<file path="src/rtl/linescanner_pkg.sv">
// Shared types and constants for the line-scanner packing path.
package linescanner_pkg;

  // Packer FSM states
  typedef enum logic [1:0] {
    LP_IDLE    = 2'd0,
    LP_CAPTURE = 2'd1,
    LP_SKIP    = 2'd2,
    LP_FLUSH   = 2'd3
  } lp_state_t;

  localparam int LP_WORD_W = 32;
  localparam int LP_PIX_W  = 8;
  localparam int LP_FIFO_W = LP_WORD_W + 2;

  // FIFO entry layout: {sol, eol, data}
  function automatic logic [LP_FIFO_W-1:0] fifo_entry(input logic sol,
                                                      input logic eol,
                                                      input logic [LP_WORD_W-1:0] data);
    return {sol, eol, data};
  endfunction

endpackage

</file>
<file path="src/rtl/linescanner_word_fifo.sv">
// Synchronous word FIFO with a registered head-of-queue output.
// The output register always mirrors the oldest stored entry, so the
// full capacity is DEPTH entries and valid rises the cycle after the
// first write into an empty FIFO.
module linescanner_word_fifo #(
  parameter int DEPTH = 16,
  parameter int WIDTH = 34
) (
  input  logic             pixel_clock,
  input  logic             reset,
  input  logic             wr_en,
  input  logic [WIDTH-1:0] wr_data,
  output logic             full,
  input  logic             rd_en,
  output logic [WIDTH-1:0] rd_data,
  output logic             rd_valid,
  output logic             empty
);

  localparam int AW = $clog2(DEPTH);
  localparam int CW = AW + 1;

  logic [WIDTH-1:0] mem [DEPTH];
  logic [AW-1:0]    wr_ptr;
  logic [AW-1:0]    rd_ptr;
  logic [AW-1:0]    next_rd_ptr;
  logic [CW-1:0]    count;
  logic [CW-1:0]    count_next;
  logic             wr_ok;
  logic             rd_ok;

  assign empty       = (count == '0);
  assign full        = (count == CW'(DEPTH));
  assign rd_ok       = rd_en & ~empty;
  assign wr_ok       = wr_en & (~full | rd_ok);
  assign next_rd_ptr = rd_ptr + AW'(1);

  // Occupancy after this cycle's accepted read/write
  always_comb begin
    count_next = count;
    case ({wr_ok, rd_ok})
      2'b10:   count_next = count + CW'(1);
      2'b01:   count_next = count - CW'(1);
      default: count_next = count;
    endcase
  end

  // Storage array; contents need no reset since occupancy guards reads
  always_ff @(posedge pixel_clock) begin
    if (wr_ok) begin
      mem[wr_ptr] <= wr_data;
    end
  end

  // Pointers, occupancy and the registered head-of-queue output
  always_ff @(posedge pixel_clock) begin
    if (reset) begin
      wr_ptr   <= '0;
      rd_ptr   <= '0;
      count    <= '0;
      rd_data  <= '0;
      rd_valid <= 1'b0;
    end else begin
      count    <= count_next;
      rd_valid <= (count_next != '0);
      if (wr_ok) begin
        wr_ptr <= wr_ptr + AW'(1);
      end
      if (rd_ok) begin
        rd_ptr <= next_rd_ptr;
      end
      if (wr_ok && (empty || (count == CW'(1) && rd_ok))) begin
        rd_data <= wr_data;
      end else if (rd_ok) begin
        rd_data <= mem[next_rd_ptr];
      end
    end
  end

endmodule

</file>
<file path="src/rtl/linescanner_line_packer.sv">
// Packs the capture unit's 8-bit pixel stream four-per-word, checks line
// length, and queues tagged words (sol/eol) for the downstream stage.
module linescanner_line_packer
  import linescanner_pkg::*;
#(
  parameter int LINE_PIXELS = 1024,
  parameter int FIFO_DEPTH  = 16
) (
  input  logic                 pixel_clock,
  input  logic                 reset,
  input  logic                 enable,
  input  logic                 lval,
  input  logic [LP_PIX_W-1:0]  pixel_data,
  output logic [LP_WORD_W-1:0] word_data,
  output logic                 word_sol,
  output logic                 word_eol,
  output logic                 word_valid,
  input  logic                 word_ready,
  output logic                 line_error,
  output logic                 overflow,
  output logic [15:0]          line_count
);

  // Wide enough to hold LINE_PIXELS and the constant 4
  localparam int CNT_W = $clog2(LINE_PIXELS + 5);

  lp_state_t             state;
  logic                  lval_q;
  logic [CNT_W-1:0]      pix_cnt;
  logic [LP_WORD_W-1:0]  pack;
  logic [LP_WORD_W-1:0]  hold_data;
  logic                  hold_sol;
  logic                  hold_valid;
  logic                  long_flag;
  logic                  drop_flag;
  logic                  gap_pending;

  logic                  rising;
  logic                  accept;
  logic                  partial;
  logic                  first_word;
  logic                  wr_en;
  logic                  wr_sol;
  logic                  wr_eol;
  logic [LP_WORD_W-1:0]  wr_word;
  logic [LP_FIFO_W-1:0]  wr_entry;
  logic [LP_FIFO_W-1:0]  fifo_rd;
  logic                  fifo_full;
  logic                  fifo_empty;
  logic                  fifo_read;
  logic                  drop;
  logic                  eol_write;
  logic                  line_bad;

  assign rising     = lval & ~lval_q;
  assign accept     = (pix_cnt != CNT_W'(LINE_PIXELS));
  assign partial    = (pix_cnt[1:0] != 2'b00);
  assign first_word = (pix_cnt < CNT_W'(4));
  assign wr_entry   = fifo_entry(wr_sol, wr_eol, wr_word);
  assign fifo_read  = word_ready & ~fifo_empty;
  assign drop       = wr_en & fifo_full & ~fifo_read;
  assign eol_write  = wr_en & wr_eol;
  assign line_bad   = (pix_cnt != CNT_W'(LINE_PIXELS)) | long_flag | drop_flag | drop;

  assign word_data = fifo_rd[LP_WORD_W-1:0];
  assign word_eol  = fifo_rd[LP_WORD_W];
  assign word_sol  = fifo_rd[LP_WORD_W+1];

  // Decide which word (hold or flushed partial) goes to the FIFO this cycle
  always_comb begin
    wr_en   = 1'b0;
    wr_sol  = 1'b0;
    wr_eol  = 1'b0;
    wr_word = '0;
    case (state)
      LP_CAPTURE: begin
        if (lval) begin
          if (accept && hold_valid) begin
            wr_en   = 1'b1;
            wr_sol  = hold_sol;
            wr_word = hold_data;
          end
        end else if (hold_valid) begin
          wr_en   = 1'b1;
          wr_sol  = hold_sol;
          wr_eol  = ~partial;
          wr_word = hold_data;
        end
      end
      LP_FLUSH: begin
        wr_en   = 1'b1;
        wr_sol  = first_word;
        wr_eol  = 1'b1;
        wr_word = pack;
      end
      default: begin
        wr_en = 1'b0;
      end
    endcase
  end

  // Packer FSM, staging registers, line bookkeeping and error reporting
  always_ff @(posedge pixel_clock) begin
    if (reset) begin
      state       <= LP_IDLE;
      lval_q      <= lval;
      pix_cnt     <= '0;
      pack        <= '0;
      hold_data   <= '0;
      hold_sol    <= 1'b0;
      hold_valid  <= 1'b0;
      long_flag   <= 1'b0;
      drop_flag   <= 1'b0;
      gap_pending <= 1'b0;
      line_error  <= 1'b0;
      overflow    <= 1'b0;
      line_count  <= '0;
    end else begin
      lval_q      <= lval;
      line_error  <= gap_pending;
      gap_pending <= 1'b0;

      if (drop) begin
        overflow  <= 1'b1;
        drop_flag <= 1'b1;
      end

      if (eol_write) begin
        line_count <= line_count + 16'd1;
        if (line_bad) begin
          line_error <= 1'b1;
        end
      end

      case (state)
        LP_IDLE: begin
          if (rising) begin
            if (enable) begin
              state      <= LP_CAPTURE;
              pack       <= {{(LP_WORD_W-LP_PIX_W){1'b0}}, pixel_data};
              pix_cnt    <= CNT_W'(1);
              long_flag  <= 1'b0;
              drop_flag  <= 1'b0;
              hold_valid <= 1'b0;
            end else begin
              state <= LP_SKIP;
            end
          end
        end
        LP_CAPTURE: begin
          if (lval) begin
            if (accept) begin
              pix_cnt <= pix_cnt + CNT_W'(1);
              if (pix_cnt[1:0] == 2'b11) begin
                hold_data  <= {pixel_data, pack[LP_WORD_W-LP_PIX_W-1:0]};
                hold_sol   <= first_word;
                hold_valid <= 1'b1;
                pack       <= '0;
              end else begin
                pack[{pix_cnt[1:0], 3'b000} +: LP_PIX_W] <= pixel_data;
                hold_valid <= 1'b0;
              end
            end else begin
              long_flag <= 1'b1;
            end
          end else begin
            hold_valid <= 1'b0;
            state      <= partial ? LP_FLUSH : LP_IDLE;
          end
        end
        LP_FLUSH: begin
          pack <= '0;
          if (rising) begin
            state       <= LP_SKIP;
            gap_pending <= 1'b1;
          end else begin
            state <= LP_IDLE;
          end
        end
        LP_SKIP: begin
          if (!lval) begin
            state <= LP_IDLE;
          end
        end
        default: begin
          state <= LP_IDLE;
        end
      endcase
    end
  end

  linescanner_word_fifo #(
    .DEPTH(FIFO_DEPTH),
    .WIDTH(LP_FIFO_W)
  ) u_fifo (
    .pixel_clock(pixel_clock),
    .reset      (reset),
    .wr_en      (wr_en),
    .wr_data    (wr_entry),
    .full       (fifo_full),
    .rd_en      (word_ready),
    .rd_data    (fifo_rd),
    .rd_valid   (word_valid),
    .empty      (fifo_empty)
  );

endmodule

</file>
<file path="config.mk">
export PLATFORM = sky130hd
export DESIGN_NAME = linescanner_line_packer
export DESIGN_NICKNAME = d
export VERILOG_FILES = /design/src/rtl/linescanner_pkg.sv /design/src/rtl/linescanner_word_fifo.sv /design/src/rtl/linescanner_line_packer.sv
export SDC_FILE = /design/constraint.sdc
export NUM_CORES = 1
export LEC_CHECK = 0
export BUFFER_PORTS_ARGS = -buffer_cell sky130_fd_sc_hd__buf_2
export CORE_ASPECT_RATIO = 0.9
export CORE_MARGIN = 4
export CORE_UTILIZATION = 65
export DETAILED_ROUTE_END_ITERATION = 12
export GPL_TIMING_DRIVEN = 0
export PLACE_DENSITY_LB_ADDON = 0.25
export SYNTH_ARGS = -nofsm -noshare
export SYNTH_HDL_FRONTEND = slang
export SYNTH_SLANG_ARGS = --single-unit
</file>
<file path="constraint.sdc">
create_clock -name pixel_clock -period 11.1 [get_ports pixel_clock]
set_clock_uncertainty 0.05 [all_clocks]
set_input_delay 0 -clock pixel_clock [delete_from_list [all_inputs] [get_ports pixel_clock]]
set_output_delay 0 -clock pixel_clock [all_outputs]
set_load 0.01 [all_outputs]
</file>
==> impl_metrics.yaml <==
floorplanning:
  num_rows: 70
  dieArea_um2: 45200
  die_y_um: 202
  coreArea_um2: 41000
  initial_core_util_pct: 66.3
  ios: 66
  die_w_um: 224
cells_and_area:
  multi_input_area_um2: 7480
  drive_above_1_share_pct: 23.4
  nets: 1796
  fin_cells: 2363
  fillers: 2204
  seq_area_um2: 19300
  area_growth_pct: 14.5
  diodes: 0
cts:
  cts.sinks: 693
  htree_levels: 3
  path_clk_slew_ns: 0.06
  postCtsSetupRepairBufs: 0
  cts_buffers: 69
  clkLatencyLatePin_ns: 0.60
  max-clock-path-buffers: 3
  cts_tree: "yes"
  cts-root-buf: "clkbuf_16"
yosys:
  synthArstFlopShare_pct: 0
  synth_flop_cell: "edfxtp_1"
  syn_area_um2: 27200
  avgSynthCellArea_um2: 17.1
  syn_nets: 1617
  seq_area_frac_synth_pct: 71.1
  synth_edf_count: 544
  ys_warn_count: 0
  ys_ff_latch: 693
  synth_cell_types: 56
  syn_inst: 1588
min_path:
  hp-class: "in -> reg"
  min_to: "hold_data[31]"
  hold_start: "pixel_data[7]"
  whs_path_depth: 4
critical_path:
  r2r_end: "u_fifo.mem[0][9]"
  cp-start-kind: "flip-flop"
  required_ns: 11.35
  timing_worst_setup_path_type: "reg -> reg"
  worstReg2RegStart: "pix_cnt[0]"
  crit_fanout: 10
  r2r_cells: 11
  arrival_ns: 4.43
  end_kind: "flip-flop"
  r2r_slack_ns: 6.92
drt:
  avgRoutedWirePerCell_um: 29.6
  ant_nets: 0
  wl_mm: 70.0
  drtPass1Iterations: 5
  vias_per_cell: 6.87
  route.detailed.drc: 0
  dr.first_iter.drc_count: 1997
  vias: 16238
placed_design:
  hpwlAfterDp_mm: 42.5
  dp_slack_ns: 6.96
  gp_congestion: 0.899
  portBuffers: 64
  place_inst: 2222
timing:
  finalHoldViolCount: 0
  setup_ws_ns: 6.92
  slew_viol_final: 0
  setup_violations: 0
  worstMarginPinSlew_ns: 1.33
  timing.final.crit_share_pct: 37.7
  min_period_ns: 4.18
  whs_ns: 0.218
  tns_ns: 0
  max_slew_margin_pct: 10.5
  rsz0062_at_grt: "false"
  fmax_mhz: 239
grt:
  grt_util_all_layers_pct: 31.5
  grt_overflow: 0
  grt_max_degree: 25
  grt_pass1_wl_mm: 105
  grt_pass1_vias: 16401
  antenna_found_initial: 1
power_and_ir_drop:
  cellLeakagePower_nw: 10.0
  p_per_area_nw_per_um2: 203
  peakVddDrop_v: 0.000129
run:
  max_cap_viol_count: 0
outcome:
  status: "complete, no violations"
## worst max-delay path, stage by stage (launching register included)
cell,delay (ns)
dfxtp_1,0.47
inv_1,0.17
ha_1,0.29
and2_1,0.22
and3_1,0.24
a31oi_1,0.31
clkbuf_1,0.39
nand2_1,0.32
nor3_2,0.82
buf_6,0.24
buf_6,0.17
buf_6,0.17
## layout make-up
class	instances	share of cell area, %
Sequential cell	693	62.0
Multi-Input combinational cell	788	24.0
Clock buffer	95	6.26
Timing Repair Buffer	108	3.00
Tap cell	540	2.17
Buffer	96	1.46
Clock inverter	32	0.904
Inverter	11	0.133
## metal layers
metal | global-route usage, % | part of all wire [%]
met1 | 42.9 | 36
met2 | 50.2 | 49
met3 | 7.90 | 11
met4 | 12.1 | 4.3
met5 | 0 | 0
## per-stage QoR
| stage | total power, mW | cell area [µm²] | utilization (%) |
|---|---|---|---|
| 2_1_floorplan | 3.66 | 27200 | - |
| 3_3_place_gp | 3.98 | 28200 | 68.8 |
| 3_5_place_dp | 4.01 | 28800 | 70.2 |
| 4_1_cts | 6.32 | 31100 | 76.0 |
| 5_1_grt | 6.51 | 31100 | 76.0 |
| 6_report | 6.32 | 31100 | 76.0 |
## sequential cells by signal, summed over array words and instances, names as in the netlist, 2 cells and up
register / flops
hold_data: 32
line_count: 16
pix_cnt: 11
u_fifo.count: 5
state: 2
u_fifo.rd_ptr: 4
pack: 32
u_fifo.mem: 544
u_fifo.rd_data: 34
u_fifo.wr_ptr: 4
## cell usage in the layout, fill, tap and decap left out, types with 16 or more instances in the layout
master     synthesis  layout
buf_2             21      85
buf_6              8      25
edfxtp_1         544     544
dfxtp_1          149     149
a22o_1            33      33
a21oi_1           75      75
nand2b_1          36      36
nor2_1           104      91
mux4_2           170     170
ha_1              16      16
nand2_1          149     149
nand3_1           35      35
xor2_1            23      23
a311oi_1          35      35
clkbuf_1          59      72
clkbuf_16          0      71
## synthesized netlist by cell type (all sizes together) (9+ instances only)
cell type	instances	area, µm²
clkbuf	59	221
a22oi	9	67.6
nand4	14	93.8
dfxtp	149	2980
mux4	170	3830
and3	9	56.3
a311oi	35	307
inv	11	41.3
edfxtp	544	16300
nand2b	36	225
a22o	33	289
nor3	9	45.0
xor2	23	201
buf	37	233
a21oi	76	392
nand2	149	559
nor2	104	390
o21ai	13	68.8
nand3	35	175
ha	16	200
## where the power goes
group / switching (mW) / total [mW] / internal [mW] / leakage (nW)
Combinational: 0.640 / 1.11 / 0.474 / 2.82
Clock: 0.977 / 2.31 / 1.33 / 1.11
Sequential: 0.0615 / 2.89 / 2.83 / 6.09
## how the worst max path moves through the flow
stage | from | endpoint | slack (ns)
final | pix_cnt[0] | u_fifo.mem[0][9] | 6.92
after global routing | pix_cnt[0] | u_fifo.mem[0][8] | 6.69
after CTS | pix_cnt[0] | u_fifo.mem[0][9] | 6.95
after detailed placement | pix_cnt[0] | u_fifo.mem[0][10] | 6.96
after global placement | pix_cnt[0] | u_fifo.mem[1][15] | 3.07
after floorplan | pix_cnt[0] | u_fifo.mem[3][0] | 6.29
## cell families after synthesis
| family | after synthesis | share of synthesized area [%] |
|---|---|---|
| flip-flops | 693 | 71.1 |
| AND/OR/NAND/NOR | 383 | 6.52 |
| AO/OA/AOI/OAI | 187 | 4.74 |
| multiplexers | 173 | 14.2 |
| buffers and inverters | 107 | 1.82 |
| XOR/XNOR | 29 | 0.934 |
| adder cells (fa/ha/maj) | 16 | 0.736 |
## repair_timing
action                    4_1_cts  5_1_grt
gates resized for setup         0        0
hold endpoints to repair       50        0
hold buffers                   13        0
(Power assumes the default switching activity.)
